$ cat src/rtl/pll_sup_pkg.sv
// Shared state encoding and constants for the PLL lock supervisor.
package pll_sup_pkg;

    typedef enum logic [2:0] {
        PLL_RST,
        WAIT_LOCK,
        STABLE,
        RUN,
        FAIL
    } pll_sup_state_t;

    localparam int RETRY_W = 8;

    // Saturating increment used by the status counters.
    function automatic logic [RETRY_W-1:0] sat_inc(input logic [RETRY_W-1:0] v);
        return (v == {RETRY_W{1'b1}}) ? v : v + 1'b1;
    endfunction

endpackage

$ cat src/rtl/sync_2ff.sv
// Two-flop synchronizer for a single asynchronous level; both flops reset to 0.
module sync_2ff (
    input  logic clk,
    input  logic reset,
    input  logic d,
    output logic q
);

    logic meta;

    always_ff @(posedge clk or posedge reset) begin
        if (reset) begin
            meta <= 1'b0;
            q    <= 1'b0;
        end else begin
            meta <= d;
            q    <= meta;
        end
    end

endmodule

$ cat src/rtl/pll_lock_supervisor.sv
// Sequences PLL reset, qualifies lock and releases sys_reset; recovers from lock loss.
// Optional retry limit with FAIL state: define PLL_SUP_RETRY_LIMIT_EN.
module pll_lock_supervisor
    import pll_sup_pkg::*;
#(
    parameter int RST_CYCLES    = 16,
    parameter int LOCK_TIMEOUT  = 33554,
    parameter int STABLE_CYCLES = 1024,
    parameter int MAX_RETRIES   = 7
) (
    input  logic               clk,
    input  logic               reset,
    input  logic               pll_lock,
    input  logic               clr_status,
    output logic               pll_reset,
    output logic               sys_reset,
    output logic               locked,
    output logic               lock_lost,
    output logic [RETRY_W-1:0] retry_cnt,
    output logic               fail
);

    localparam int MAX_AB  = (RST_CYCLES > LOCK_TIMEOUT) ? RST_CYCLES : LOCK_TIMEOUT;
    localparam int MAX_CD  = (STABLE_CYCLES > MAX_RETRIES) ? STABLE_CYCLES : MAX_RETRIES;
    localparam int CNT_MAX = (MAX_AB > MAX_CD) ? MAX_AB : MAX_CD;
    localparam int CNT_W   = (CNT_MAX > 2) ? $clog2(CNT_MAX) : 1;

    // The counter runs from N-1 down to 0, so N-1 always fits in CNT_W bits.
    localparam logic [CNT_W-1:0] RST_LOAD    = CNT_W'(RST_CYCLES - 1);
    localparam logic [CNT_W-1:0] WAIT_LOAD   = CNT_W'(LOCK_TIMEOUT - 1);
    localparam logic [CNT_W-1:0] STABLE_LOAD = CNT_W'(STABLE_CYCLES - 1);

    pll_sup_state_t   state;
    pll_sup_state_t   next_state;
    logic [CNT_W-1:0] cnt;
    logic [CNT_W-1:0] cnt_load;
    logic             lock_s;
    logic             timeout;
    logic             lost;
    logic             pll_reset_d;
    logic             sys_reset_d;
    logic             locked_d;

    sync_2ff u_lock_sync (
        .clk   (clk),
        .reset (reset),
        .d     (pll_lock),
        .q     (lock_s)
    );

`ifdef PLL_SUP_RETRY_LIMIT_EN
    localparam logic [RETRY_W:0] RETRY_LIMIT = (RETRY_W+1)'(MAX_RETRIES);

    // Attempt count is private so clr_status cannot extend the retry budget.
    logic [RETRY_W-1:0] attempts;
    logic [RETRY_W:0]   attempts_plus;
    logic               limit_hit;

    assign attempts_plus = {1'b0, attempts} + (RETRY_W+1)'(1);
    assign limit_hit     = attempts_plus > RETRY_LIMIT;
`endif

    always_comb begin
        next_state = state;
        timeout    = 1'b0;
        lost       = 1'b0;
        case (state)
            PLL_RST: begin
                if (cnt == '0) begin
                    next_state = WAIT_LOCK;
                end
            end
            WAIT_LOCK: begin
                if (lock_s) begin
                    next_state = STABLE;
                end else if (cnt == '0) begin
                    timeout = 1'b1;
`ifdef PLL_SUP_RETRY_LIMIT_EN
                    next_state = limit_hit ? FAIL : PLL_RST;
`else
                    next_state = PLL_RST;
`endif
                end
            end
            STABLE: begin
                if (!lock_s) begin
                    next_state = WAIT_LOCK;
                end else if (cnt == '0) begin
                    next_state = RUN;
                end
            end
            RUN: begin
                if (!lock_s) begin
                    lost       = 1'b1;
                    next_state = PLL_RST;
                end
            end
`ifdef PLL_SUP_RETRY_LIMIT_EN
            FAIL: begin
                next_state = FAIL;
            end
`endif
            default: begin
                next_state = PLL_RST;
            end
        endcase
    end

    always_comb begin
        cnt_load = '0;
        case (next_state)
            PLL_RST:   cnt_load = RST_LOAD;
            WAIT_LOCK: cnt_load = WAIT_LOAD;
            STABLE:    cnt_load = STABLE_LOAD;
            default:   cnt_load = '0;
        endcase
    end

    // Outputs are decoded from next_state so they flip on the same edge as the state.
    always_comb begin
        pll_reset_d = 1'b0;
        sys_reset_d = 1'b1;
        locked_d    = 1'b0;
        case (next_state)
            PLL_RST: begin
                pll_reset_d = 1'b1;
            end
            RUN: begin
                sys_reset_d = 1'b0;
                locked_d    = 1'b1;
            end
`ifdef PLL_SUP_RETRY_LIMIT_EN
            FAIL: begin
                pll_reset_d = 1'b1;
            end
`endif
            default: begin
                pll_reset_d = 1'b0;
            end
        endcase
    end

    always_ff @(posedge clk or posedge reset) begin
        if (reset) begin
            state     <= PLL_RST;
            cnt       <= RST_LOAD;
            pll_reset <= 1'b1;
            sys_reset <= 1'b1;
            locked    <= 1'b0;
            lock_lost <= 1'b0;
            retry_cnt <= '0;
        end else begin
            state     <= next_state;
            pll_reset <= pll_reset_d;
            sys_reset <= sys_reset_d;
            locked    <= locked_d;

            if (next_state != state) begin
                cnt <= cnt_load;
            end else if (cnt != '0) begin
                cnt <= cnt - 1'b1;
            end

            // A set or increment on the same cycle as clr_status takes priority.
            if (lost) begin
                lock_lost <= 1'b1;
            end else if (clr_status) begin
                lock_lost <= 1'b0;
            end

            if (timeout) begin
                retry_cnt <= sat_inc(retry_cnt);
            end else if (clr_status) begin
                retry_cnt <= '0;
            end
        end
    end

`ifdef PLL_SUP_RETRY_LIMIT_EN
    always_ff @(posedge clk or posedge reset) begin
        if (reset) begin
            attempts <= '0;
            fail     <= 1'b0;
        end else begin
            fail <= (next_state == FAIL);
            if (timeout) begin
                attempts <= sat_inc(attempts);
            end
        end
    end
`else
    assign fail = 1'b0;
`endif

endmodule

$ cat config.mk
export PLATFORM = sky130hd
export DESIGN_NAME = pll_lock_supervisor
export DESIGN_NICKNAME = d
export VERILOG_FILES = /design/src/rtl/pll_sup_pkg.sv /design/src/rtl/sync_2ff.sv /design/src/rtl/pll_lock_supervisor.sv
export SDC_FILE = /design/constraint.sdc
export NUM_CORES = 1
export LEC_CHECK = 0
export BUFFER_PORTS_ARGS = -buffer_cell sky130_fd_sc_hd__buf_2
export CAP_MARGIN = 25
export CORE_ASPECT_RATIO = 0.9
export CORE_MARGIN = 4
export CORE_UTILIZATION = 50
export CTS_CLUSTER_DIAMETER = 80
export DETAILED_ROUTE_END_ITERATION = 8
export MAX_ROUTING_LAYER = met4
export PLACE_DENSITY = 0.72
export REMOVE_ABC_BUFFERS = 1
export SLEW_MARGIN = 20
export SYNTH_ARGS = -nofsm -noshare
export SYNTH_HDL_FRONTEND = slang
export SYNTH_SLANG_ARGS = --single-unit
$ cat constraint.sdc
create_clock -name clk -period 2.35 [get_ports clk]
set_input_delay 0.5875 -clock clk [delete_from_list [all_inputs] [get_ports clk]]
set_output_delay 0.5875 -clock clk [all_outputs]
set_load 0.02 [all_outputs]
==> parameters.txt <==
Parameter                              Value

STA
  Number of max-slew violations in the final report    0
  Final cycle utilization of the critical path    96.66%
  Minimum hold slack    0.3548 ns
  Final critical delay including setup and external delays    2.272 ns
  Worst Clk Skew    0.003601 ns
  Count of final setup violators    0
  Setup repair after global routing missed its margin    yes
  Setup TNS    0 ns
  Final hold viol count    0
  Maximum clock rate    440.2 MHz

Run
  Max_cap viols    0

Run status
  Status    finished, final reports clean

Pwr
  PwrDens    494.1 nW/µm²
  Cell leakage power    0.0009395 µW
  Max VDD drop    319.5 µV

Critical path
  Slowest-stage cell, CP    sky130_fd_sc_hd__or4_4
  Setup crit start    cnt[10]
  Number of buffers and inverters on the critical path    0
  Reg-to-reg slack, setup    0.08 ns
  Critical path arrival    2.43 ns
  Startpoint of the lowest-slack register-to-register path    cnt[10]
  Critical Setup Path Class    reg2reg
  Worst setup SP type    flip-flop
  Required @ worst endpoint    2.51 ns
  CP top delay family    simple AND/OR/NAND/NOR gates
  Largest incremental delay on the critical path    0.49 ns
  Critical Path Sink Type    flip-flop
  Maximum fanout along the worst path    5
  Series of cell instances along the critical path    or3_4 -> or4_4 -> o31a_1 -> or3_1 -> o311ai_1
  Destination of the worst register-to-register timing path    cnt[8]
  R2r worst-path depth    5

Detailed routing
  Antenna viol nets, final    0
  Residual DRC count    0
  Total number of vias    1663
  1st-pass router iterations    4
  Routed wire length per instance    16.20 µm
  Detail-routed via count per cell    6.069
  Wire length after detailed routing    4.440 mm
  Initial detailed-routing violation count    120

Clock tree
  Clock net sink count    33
  Root buf cell    sky130_fd_sc_hd__clkbuf_8
  Worst-skew pair later-pin latency    0.28 ns
  Number of clock buffers inserted by TritonCTS    5
  Max clock buf depth    2
  Clock tree from TritonCTS    yes
  H-tree level count    2
  Clock transition at the registers of the reported paths    0.07 ns

Die
  Die area    4844 µm²
  Floorplan die height    66.43 µm
  Row Count    20
  I/O pin cnt    17
  Starting Density    54.14%
  Chip width    72.93 µm
  Core Box Area    3503 µm²

Logic synthesis
  Adder-cell area share of the yosys netlist    1.319%
  Flip-flop cell with the highest count after synthesis    sky130_fd_sc_hd__dfrtp_1
  Complex-gate fraction of the synthesized area    20.25%
  Dominant combinational cell family by area after synthesis    simple AND/OR/NAND/NOR gates
  Number of enable flip-flop cells after synthesis    0
  Count of different cell masters after synthesis    61
  Share of cell area taken by muxes after synthesis    1.121%
  Async set-or-reset flop fraction in the synthesized netlist    100.0%
  Avg Cell Area, Syn    9.344 µm²
  Portion of the post-synthesis area used by sequential elements    43.93%
  Simple-gate share of the synthesized area    25.79%
  Yosys warning count    0
  Post-synthesis sequential element count    33
  Xor and xnor area share after synthesis    3.232%
  Post-synth design cell area    1897 µm²
  Cell count after synthesis    203

Layout
  Top library cells by usage in the layout, fill and taps aside    27 x sky130_fd_sc_hd__dfrtp_1, 17 x sky130_fd_sc_hd__a21oi_1, 16 x sky130_fd_sc_hd__nand2_1, 15 x sky130_fd_sc_hd__nor2_1, 15 x sky130_fd_sc_hd__buf_2
  Final-layout fill cell count    302
  Footprint of the multi-input gates    993.5 µm²
  Area used by sequential logic in the layout    833.3 µm²
  Fraction of final layout cells sized beyond drive strength 1    23.04%
  Most common library cell in the layout ignoring fill and taps    sky130_fd_sc_hd__dfrtp_1
  Fin nets    235
  Area delta synth->final    15.30%
  Number of antenna cells inserted    0
  Share of the core filled with cells    62.43%

Global route
  Overflow left after global routing    0
  Global-route wire length before repair    7.748 mm
  Largest net degree at the start of global routing    34
  Via count of the first global-routing pass    1624
  GRT Total Usage    21.62%
  Antenna violations before repair    0

Min path
  Path type of the worst min-delay path    reg2reg
  Hold Crit Start    u_lock_sync.meta
  Worst Hold Path Cells    0
  WHS Endpoint    u_lock_sync.q

Placement
  Dpl hpwl    3.237 mm
  Count of buffers inserted at the top-level ports    15
  Weighted congestion at the end of routability-driven global placement    0.9208
## where the power goes
group / internal, µW / total, µW / switching [µW] / leakage [µW]
clock: 239 / 437 / 198 / 0.0000455
sequential: 578 / 585 / 7.25 / 0.000434
combinational: 20.1 / 59.0 / 38.9 / 0.000460
total: 837 / 1080 / 244 / 0.000939
## metrics by stage
step,area [µm²],cells,total power (µW),setup WS (ns)
6_report,2187,274,1081,0.07849
5_1_grt,2187,274,1128,-0.002019
4_1_cts,2178,274,1087,0.08975
3_5_place_dp,2088,266,653.1,0.1081
3_3_place_gp,2088,266,650.8,0.1617
2_1_floorplan,1856,195,632.3,0.1714
## worst max-delay path by stage
stage | to | slack, ns | cells after the start
floorplan | cnt[10] | 0.17 | 5
global placement | retry_cnt[0] | 0.16 | 6
detailed placement | retry_cnt[1] | 0.11 | 6
CTS | cnt[8] | 0.09 | 5
global route | retry_cnt[3] | -0.002 | 5
finish | cnt[8] | 0.08 | 5
## flip-flops by register name, indices dropped and copies added (netlist names)
| signal | flops |
|---|---|
| sys_reset | 1 |
| u_lock_sync.meta | 1 |
| locked | 1 |
| u_lock_sync.q | 1 |
| pll_reset | 1 |
| state | 3 |
| retry_cnt | 8 |
| lock_lost | 1 |
| cnt | 16 |
## metal layers
layer  wire length, µm  vias up  GRT usage (%)
li1                  -      799              -
met1              2132      814          30.05
met2              2022       42          30.52
met3               220        8          5.623
met4                65        0          7.373
met5                 0        -              -
## cells by family after synthesis
kind of cell | Yosys count
buffers and inverters | 18
flip-flops | 33
other | 1
multiplexers | 2
AO/OA/AOI/OAI | 56
adder cells (fa/ha/maj) | 2
AND/OR/NAND/NOR | 84
XOR/XNOR | 7
## area by class of cell
class                           instances  share of cell area [%]
Clock buffer                            8                   4.119
Inverter                                9                   1.545
Timing Repair Buffer                   27                   8.295
Sequential cell                        33                   38.10
Tap cell                               44                   2.517
Multi-Input combinational cell        153                   45.42
## synthesized netlist by cell type (all sizes together) (2+ instances only)
| library cell | instances | area (µm²) |
|---|---|---|
| o31a | 2 | 17.52 |
| nor2b | 3 | 18.77 |
| xnor2 | 6 | 52.55 |
| ha | 2 | 25.02 |
| a211o | 2 | 17.52 |
| a21oi | 17 | 85.08 |
| o21a | 2 | 15.01 |
| and2 | 4 | 25.02 |
| nor2 | 15 | 56.30 |
| dfstp | 6 | 157.7 |
| nand4 | 2 | 12.51 |
| clkbuf | 7 | 26.28 |
| nor3 | 11 | 66.32 |
| nand3 | 6 | 35.03 |
| buf | 2 | 18.77 |
| nand2b | 4 | 25.02 |
| nor4 | 4 | 46.29 |
| o21ai | 6 | 30.03 |
| a31oi | 3 | 18.77 |
| o221ai | 2 | 17.52 |
| o31ai | 2 | 15.01 |
| and3 | 3 | 18.77 |
| or3 | 6 | 45.04 |
| dfrtp | 27 | 675.7 |
| nor4b | 2 | 17.52 |
| or4 | 2 | 18.77 |
| inv | 9 | 33.78 |
| or2 | 2 | 12.52 |
| nor3b | 3 | 22.52 |
| o22ai | 3 | 18.77 |
| nand2 | 16 | 60.06 |
| a211oi | 3 | 27.52 |
## timing repair
item	CTS	global route
setup endpoints to repair	0	4
gates resized for setup	0	2
setup buffers	0	0
hold buffers	0	0
endpoints found under the hold margin	0	0
Note: power is estimated with default switching activity, not from simulation.
